[config.mk]
export PLATFORM = sky130hd
export DESIGN_NAME = uart_rx_top_flat
export DESIGN_NICKNAME = d
export VERILOG_FILES = /design/src/rtl/uart_rx_top_if.sv /design/src/rtl/uart_rx_top.sv /design/src/flat_wrapper.sv
export SDC_FILE = /design/constraint.sdc
export NUM_CORES = 1
export LEC_CHECK = 0
export CORE_MARGIN = 2
export CORE_UTILIZATION = 25
export CTS_BUF_LIST = sky130_fd_sc_hd__clkbuf_4 sky130_fd_sc_hd__clkbuf_8
export DETAILED_ROUTE_END_ITERATION = 10
export GPL_ROUTABILITY_DRIVEN = 0
export PLACE_DENSITY_LB_ADDON = 0.25
export RECOVER_POWER = 50
export REMOVE_ABC_BUFFERS = 1
export SYNTH_ARGS = -nofsm -noshare
export SYNTH_HDL_FRONTEND = slang
export SYNTH_SLANG_ARGS = --single-unit
[constraint.sdc]
create_clock -name clk -period 2.1 [get_ports clk]
set_clock_uncertainty 0.05 [all_clocks]
set_input_delay 0.42 -clock clk [delete_from_list [all_inputs] [get_ports clk]]
set_output_delay 0.42 -clock clk [all_outputs]
set_load 0.02 [all_outputs]
[src/rtl/uart_rx_top_if.sv]
// rtl/uart_rx_top_if.sv - serial line, rate select and byte-report handshake bundle for uart_rx_top
interface uart_rx_top_if;
    logic [1:0] baudsel;
    logic       rx_in;
    logic       rd;
    logic [7:0] d_out;
    logic       rx_ready;
    logic       rx_status;
    logic       frame_err;
    logic       overrun;
    logic       parity_err;

    modport master (
        output baudsel, rx_in, rd,
        input  d_out, rx_ready, rx_status, frame_err, overrun, parity_err
    );

    modport slave (
        input  baudsel, rx_in, rd,
        output d_out, rx_ready, rx_status, frame_err, overrun, parity_err
    );
endinterface

[src/rtl/uart_rx_top.sv]
// rtl/uart_rx_top.sv - 16x-oversampling 8N1 UART receiver; even parity bit added when UART_RX_PARITY_EN is defined
module uart_rx_top #(
    parameter int unsigned DIV0 = 1302,
    parameter int unsigned DIV1 = 651,
    parameter int unsigned DIV2 = 326,
    parameter int unsigned DIV3 = 163
) (
    input  logic          clk,
    input  logic          rst,
    uart_rx_top_if.slave  bus
);

    typedef enum logic [2:0] {
        S_IDLE,
        S_START,
        S_DATA,
        S_PARITY,
        S_STOP,
        S_BRK
    } state_t;

    state_t      state_q, state_d;
    logic        sync1_q, sync2_q;
    logic [15:0] div_q, div_d, div_sel;
    logic [15:0] cnt_q, cnt_d;
    logic [3:0]  scnt_q, scnt_d;
    logic [2:0]  bit_q, bit_d;
    logic [7:0]  shift_q, shift_d;
    logic [7:0]  d_out_q, d_out_d;
    logic        rx_ready_q, rx_ready_d;
    logic        frame_err_q, frame_err_d;
    logic        overrun_q, overrun_d;
    logic        done;
    logic        tick;
    logic        rxs;

`ifdef UART_RX_PARITY_EN
    logic        par_q, par_d;
    logic        parity_err_q, parity_err_d;
`endif

    assign rxs = sync2_q;

    always_comb begin
        case (bus.baudsel)
            2'b00:   div_sel = 16'(DIV0);
            2'b01:   div_sel = 16'(DIV1);
            2'b10:   div_sel = 16'(DIV2);
            default: div_sel = 16'(DIV3);
        endcase
    end

    // The tick counter is parked at 0 in IDLE so the first tick of a frame
    // lands exactly one divisor period after the start edge.
    assign tick = (state_q != S_IDLE) && (cnt_q == div_q - 16'd1);

    always_comb begin
        state_d     = state_q;
        div_d       = div_q;
        cnt_d       = (state_q == S_IDLE || tick) ? 16'd0 : cnt_q + 16'd1;
        scnt_d      = scnt_q;
        bit_d       = bit_q;
        shift_d     = shift_q;
        d_out_d     = d_out_q;
        rx_ready_d  = rx_ready_q;
        frame_err_d = frame_err_q;
        overrun_d   = overrun_q;
        done        = 1'b0;
`ifdef UART_RX_PARITY_EN
        par_d        = par_q;
        parity_err_d = parity_err_q;
`endif

        case (state_q)
            S_IDLE: begin
                div_d = div_sel;
                if (!rxs) begin
                    state_d = S_START;
                    scnt_d  = 4'd0;
                end
            end
            S_START: begin
                if (tick) begin
                    if (scnt_q == 4'd7) begin
                        scnt_d  = 4'd0;
                        bit_d   = 3'd0;
                        state_d = rxs ? S_IDLE : S_DATA;
                    end else begin
                        scnt_d = scnt_q + 4'd1;
                    end
                end
            end
            S_DATA: begin
                if (tick) begin
                    scnt_d = scnt_q + 4'd1;
                    if (scnt_q == 4'd15) begin
                        shift_d = {rxs, shift_q[7:1]};
                        bit_d   = bit_q + 3'd1;
                        if (bit_q == 3'd7) begin
`ifdef UART_RX_PARITY_EN
                            state_d = S_PARITY;
`else
                            state_d = S_STOP;
`endif
                        end
                    end
                end
            end
`ifdef UART_RX_PARITY_EN
            S_PARITY: begin
                if (tick) begin
                    scnt_d = scnt_q + 4'd1;
                    if (scnt_q == 4'd15) begin
                        par_d   = rxs;
                        state_d = S_STOP;
                    end
                end
            end
`endif
            S_STOP: begin
                if (tick) begin
                    scnt_d = scnt_q + 4'd1;
                    if (scnt_q == 4'd15) begin
                        if (rxs) begin
                            done        = 1'b1;
                            frame_err_d = 1'b0;
`ifdef UART_RX_PARITY_EN
                            parity_err_d = ^{shift_q, par_q};
`endif
                            state_d = S_IDLE;
                        end else begin
                            frame_err_d = 1'b1;
                            state_d     = S_BRK;
                        end
                    end
                end
            end
            S_BRK: begin
                if (rxs) state_d = S_IDLE;
            end
            default: state_d = S_IDLE;
        endcase

        // A completing byte beats a simultaneous read: it is delivered unread.
        if (done) begin
            d_out_d    = shift_q;
            rx_ready_d = 1'b1;
            overrun_d  = rx_ready_q & ~bus.rd;
        end else if (bus.rd && rx_ready_q) begin
            rx_ready_d = 1'b0;
            overrun_d  = 1'b0;
        end
    end

    always_ff @(posedge clk or negedge rst) begin
        if (!rst) begin
            state_q     <= S_IDLE;
            sync1_q     <= 1'b1;
            sync2_q     <= 1'b1;
            div_q       <= 16'(DIV0);
            cnt_q       <= 16'd0;
            scnt_q      <= 4'd0;
            bit_q       <= 3'd0;
            shift_q     <= 8'h00;
            d_out_q     <= 8'h00;
            rx_ready_q  <= 1'b0;
            frame_err_q <= 1'b0;
            overrun_q   <= 1'b0;
        end else begin
            state_q     <= state_d;
            sync1_q     <= bus.rx_in;
            sync2_q     <= sync1_q;
            div_q       <= div_d;
            cnt_q       <= cnt_d;
            scnt_q      <= scnt_d;
            bit_q       <= bit_d;
            shift_q     <= shift_d;
            d_out_q     <= d_out_d;
            rx_ready_q  <= rx_ready_d;
            frame_err_q <= frame_err_d;
            overrun_q   <= overrun_d;
        end
    end

`ifdef UART_RX_PARITY_EN
    always_ff @(posedge clk or negedge rst) begin
        if (!rst) begin
            par_q        <= 1'b0;
            parity_err_q <= 1'b0;
        end else begin
            par_q        <= par_d;
            parity_err_q <= parity_err_d;
        end
    end
    assign bus.parity_err = parity_err_q;
`else
    assign bus.parity_err = 1'b0;
`endif

    assign bus.d_out     = d_out_q;
    assign bus.rx_ready  = rx_ready_q;
    assign bus.rx_status = (state_q != S_IDLE);
    assign bus.frame_err = frame_err_q;
    assign bus.overrun   = overrun_q;

endmodule

[src/flat_wrapper.sv]
// flat-port wrapper written by rule: the top's interface ports become plain ports
module uart_rx_top_flat 
#(
    parameter int unsigned DIV0 = 1302,
    parameter int unsigned DIV1 = 651,
    parameter int unsigned DIV2 = 326,
    parameter int unsigned DIV3 = 163
)
  (clk, rst, bus_baudsel, bus_rx_in, bus_rd, bus_d_out, bus_rx_ready, bus_rx_status, bus_frame_err, bus_overrun, bus_parity_err);
  uart_rx_top_if bus_i ();
  input  logic clk;
  input  logic rst;
  input wire logic [$bits(bus_i.baudsel)-1:0] bus_baudsel;
  input wire logic [$bits(bus_i.rx_in)-1:0] bus_rx_in;
  input wire logic [$bits(bus_i.rd)-1:0] bus_rd;
  output wire logic [$bits(bus_i.d_out)-1:0] bus_d_out;
  output wire logic [$bits(bus_i.rx_ready)-1:0] bus_rx_ready;
  output wire logic [$bits(bus_i.rx_status)-1:0] bus_rx_status;
  output wire logic [$bits(bus_i.frame_err)-1:0] bus_frame_err;
  output wire logic [$bits(bus_i.overrun)-1:0] bus_overrun;
  output wire logic [$bits(bus_i.parity_err)-1:0] bus_parity_err;
  assign bus_i.baudsel = bus_baudsel;
  assign bus_i.rx_in = bus_rx_in;
  assign bus_i.rd = bus_rd;
  assign bus_d_out = bus_i.d_out;
  assign bus_rx_ready = bus_i.rx_ready;
  assign bus_rx_status = bus_i.rx_status;
  assign bus_frame_err = bus_i.frame_err;
  assign bus_overrun = bus_i.overrun;
  assign bus_parity_err = bus_i.parity_err;
  uart_rx_top #(.DIV0(DIV0), .DIV1(DIV1), .DIV2(DIV2), .DIV3(DIV3)) u_core (.clk(clk), .rst(rst), .bus(bus_i));
endmodule
Word level (Yosys, flattened, before mapping)
Cells that the tools add are included.

Register bits after elaboration: 63. Bits of input ports: 6. Output and inout port bits: 13. Logic and storage cells: 85.

Add/subtract/negate cells: 4. Equal/unequal tests: 20. Multiplexer cells: 32. Bitwise logic cells: 2. Reduce and logical (&&, ||, !) cells: 15.

Operators by type and width (count): 3-bit two-way mux (14); 11-bit case mux with 3 select lines (1); 2-bit by 1-bit != test with 1-bit output, second input constant (9); 16-bit by 1-bit adder with 16-bit output, second input constant (1); 16-bit == test (1); 16-bit two-way mux (1); 4-bit two-way mux (4); 16-bit by 1-bit subtractor with 16-bit output, second input constant (1); 3-bit case mux with 5 select lines (1); 4-bit case mux with 3 select lines (1); 3-bit == test, second input constant (3); 9-bit AND reduction (1); 1-bit two-way mux (8); 3-bit case mux with 2 select lines (1); 3-bit AND reduction (2); 3-bit nonzero test (2); 5-bit AND reduction (1); 4-bit by 1-bit adder with 4-bit output, second input constant (1); 4-bit by 3-bit == test with 1-bit output, second input constant (1); 4-bit == test, second input constant (1); 4-bit AND reduction (1); 2-bit nonzero test (2); 3-bit by 1-bit adder with 3-bit output, second input constant (1); 3-bit by 1-bit == test with 1-bit output, second input constant (1); other kinds (12) (13).

Longest topological paths before layout
Word-level depth: 6. Depth in mapped cells: 7. Depth with buffers taken out: 6.

Worst setup path after synthesis
OpenSTA, ideal clock, no wires.

Kind: flip-flop to flip-flop. Start point: register u_core.cnt_q[11]. End point: register u_core.d_out_q[0] (netlist: u_core.bus.d_out[0]). Arrival: 1789 ps. Setup slack: 136 ps. Cell stages (with the launch flop): 7. Buffers on the path: 1. Period minus slack after synthesis: 1964 ps. Cells stage by stage: dfrtp_1 nor4_2 nand4_1 nor4_4 nand3_2 buf_6 mux2_4.

Word-level cells in the longest chain between the ends: 4.

Ends and longest elaborated chain: from (decl) (line uart_rx_top.sv:25) `logic [15:0] cnt_q, cnt_d;`; from (signal assigned) (line uart_rx_top.sv:174) `cnt_q <= cnt_d;`; 16-bit == test (line uart_rx_top.sv:55) `assign tick = (state_q != S_IDLE) && (cnt_q == div_q - 16'd1);`; 1-bit logical AND (line uart_rx_top.sv:55); 1-bit two-way mux (line uart_rx_top.sv:121) `if (tick) begin`; 1-bit two-way mux (line uart_rx_top.sv:74) `case (state_q)`; to (signal assigned) (line uart_rx_top.sv:178) `d_out_q <= d_out_d;`; to (decl) (line uart_rx_top.sv:29) `logic [7:0] d_out_q, d_out_d;`.

No other way between the ends. A chain may end at the register's enable or synchronous reset.

Worst setup path after layout
Start point: register u_core.cnt_q[8]. End point: register u_core.state_q[0].

Word-level cells in the longest chain between the ends: 4.

Ends and longest elaborated chain: 16-bit == test (*) (line uart_rx_top.sv:55); 1-bit logical AND (*) (line uart_rx_top.sv:55); 2-bit by 1-bit != test with 1-bit output (no line); 9-bit AND reduction (no line) (*); to (signal assigned) (line uart_rx_top.sv:170) `state_q <= state_d;`; to (decl) (line uart_rx_top.sv:22) `state_t state_q, state_d;`.

Mark *: on every way between the ends. The rest lies on a longest branch, timed or not.

==> metrics.yaml <==
status: "finished with violations"
failed_checks: "setup timing"
synth_area_sq_mm: 0.00260
p_seq_frac: 0.544
cp-start-kind: "register"
syn_area_per_cell_sq_um: 10.8
period_share: 1.01
drt_iter0_markers: 75
synthTopCellsByArea: "dfrtp_1 (47%), mux2_2 (4.8%), dfstp_2 (4.0%), mux2_4 (4.0%), nand2_1 (3.2%)"
drv_cap: 0
area_growth_pct: 26.8
worstMarginPinSlew_ns: 1.30
vias_per_cell: 4.52
drc: 0
finalPower_mw: 2.17
grt_max_degree: 54
grt_use_total: 0.0972
cp.required_ns: 2.29
synth_cells: 241
cts_buffer_depth: 2
min_period_ns: 2.12
synth_cell_types: 56
min_path_cells: 0
start_util: 0.255
pwr-share-clk: 0.268
synth-edff-count: 0
pre_cts_ws_ns: -0.112
slew_violations: 0
numCtsBuffers: 5
grt_remaining_overflow: 0
dieArea_sq_mm: 0.0112
arrival_ns: 2.31
first_global_vias: 1896
drive_gt1_frac: 0.259
hold_viol: 0
netSwitchingPower_mw: 0.619
dpl.cell_count: 409
synth-seq-cells: 53
cts_root_buffer: "clkbuf_8"
place_area_sq_mm: 0.00308
dp_hpwl_mm: 3.67
critPathCaptureType: "register"
die_x_um: 106
yosys_most_used_dff: "dfrtp_1"
cp-startpoint: "u_core.cnt_q[8]"
nNetsFinal: 295
wl_per_cell_um: 12.3
fmaxAchievable_ghz: 0.472
boundaryPins: 19
min_to: "u_core.rxs"
yosys_warnings: 0
netlist.area_leader.share: 0.472
num_vias: 1909
num_rows: 37
fin_area_sq_mm: 0.00330
drt-total-wl_mm: 5.20
synth_most_common_cell: "dfrtp_1"
slew_headroom: 0.136
crit_fanout: 3
swShare: 0.286
num_antenna_cells: 0
utilization: 0.324
hold_class: "register to register"
rr_endpoint: "u_core.state_q[0]"
yosys.area.top_type: "dfrtp_1"
final_cells: 422
synthArstFlopShare: 1.00
htreeDepth: 2
clk_pin_slew_ns: 0.10
path_class: "register to register"
seq_area_frac_synth: 0.512
finalSetupViolCount: 1
power.leakage_nw: 1.49
setup_tns_ns: -0.0198
die_y_um: 106
cts.sinks: 53
core_area_sq_mm: 0.0102
reg2reg_slack_ns: -0.02
r2r_cells: 7
antenna_found_initial: 0
rsz0062_at_grt: "yes"
cts_tree: "built"
port_buffers: 17
power.internal_mw: 1.55
ir_worst_vdd_uv: 306
postLayoutSetupSlackWorst_ns: -0.0198
p_per_area_mw_per_mm2: 658
r2r-start: "u_core.cnt_q[8]"
yosys-top-cells-count: "dfrtp_1 (49), nand2_1 (22), nor2_1 (20)"
combPwrFrac: 0.188
worstSkewPairLatency_ns: 0.30
grt_pass1_wl_mm: 8.88
holdWs_ns: 0.313
firstDrtPassIters: 4
min-delay-start: "u_core.sync1_q"
ant_nets: 0
-- worst max-delay path, cell delays in order (launching register included) --
cell	delay (ns)
dfrtp_1	0.42
nor3_1	0.35
o22ai_4	0.17
nor4_4	0.33
buf_4	0.17
nor3_2	0.04
or4_1	0.41
nand2_1	0.11
-- cells by family after synthesis --
family | Yosys count | share of synthesized area
fa+ha+maj | 4 | 0.0193
simple gates | 100 | 0.212
compound gates | 36 | 0.0924
other cells | 1 | 0.00144
flops | 53 | 0.512
mux | 19 | 0.0920
buf+inv | 15 | 0.0270
xor+xnor | 13 | 0.0438
-- area by class of cell --
class	instances	area (sq um)
Fill cell	1068	6890
Sequential cell	53	1330
Multi-Input combinational cell	174	1290
Timing Repair Buffer	43	380
Tap cell	136	170
Clock buffer	5	68.8
Inverter	8	30.0
Clock inverter	3	22.5
-- routing by layer --
layer,wire [um],global-route usage,up-vias
li1,-,-,944
met1,2560,0.132,923
met2,2380,0.153,35
met3,191,0.0221,7
met4,68,0.0348,0
met5,0,0,-
-- registers in the layout, indices dropped and copies added (netlist names) --
name and flops:
u_core.bit_q 3, u_core.bus.overrun 1, u_core.sync1_q 1, u_core.scnt_q 4, u_core.rxs 1, u_core.bus.d_out 8
u_core.bus.rx_ready 1, u_core.cnt_q 16, u_core.bus.frame_err 1, u_core.div_q 6, u_core.state_q 3, u_core.shift_q 8
-- repair_timing --
action | CTS | global route
pin swaps | 5 | 4
setup buffers | 0 | 4
cloned | 1 | 0
gates resized for setup | 5 | 16
hold buffers | 0 | 0
endpoints found under the setup margin | 13 | 41
-- power by group through the flow --
stage	clock [mW]	combinational (mW)	sequential, mW
floorplan	0	0.158	1.20
global placement	0	0.344	1.19
detailed placement	0	0.344	1.19
CTS	0.615	0.353	1.17
global route	0.651	0.462	1.19
finish	0.582	0.407	1.18
-- how the worst max path moves through the flow --
stage | endpoint | slack (ns) | cells after the start
after floorplan | u_core.bus.d_out[0] | 0.06 | 5
after global placement | u_core.shift_q[3] | -0.14 | 6
after detailed placement | u_core.shift_q[2] | -0.11 | 6
after CTS | u_core.shift_q[2] | -0.03 | 6
after global routing | u_core.state_q[0] | -0.1 | 7
final | u_core.state_q[0] | -0.02 | 7
-- placed cells by master, fill, tap and decap left out, drive strengths merged, types with 7 or more instances in the layout --
cell type	synthesis	routed
nand3	14	14
o21ai	11	11
mux2	18	18
nand2	23	24
xnor2	8	8
nor2	20	20
buf	5	26
nor3	12	12
inv	7	7
clkdlybuf4s50	0	15
a21oi	8	8
dfrtp	49	49
(Power assumes the default switching activity.)
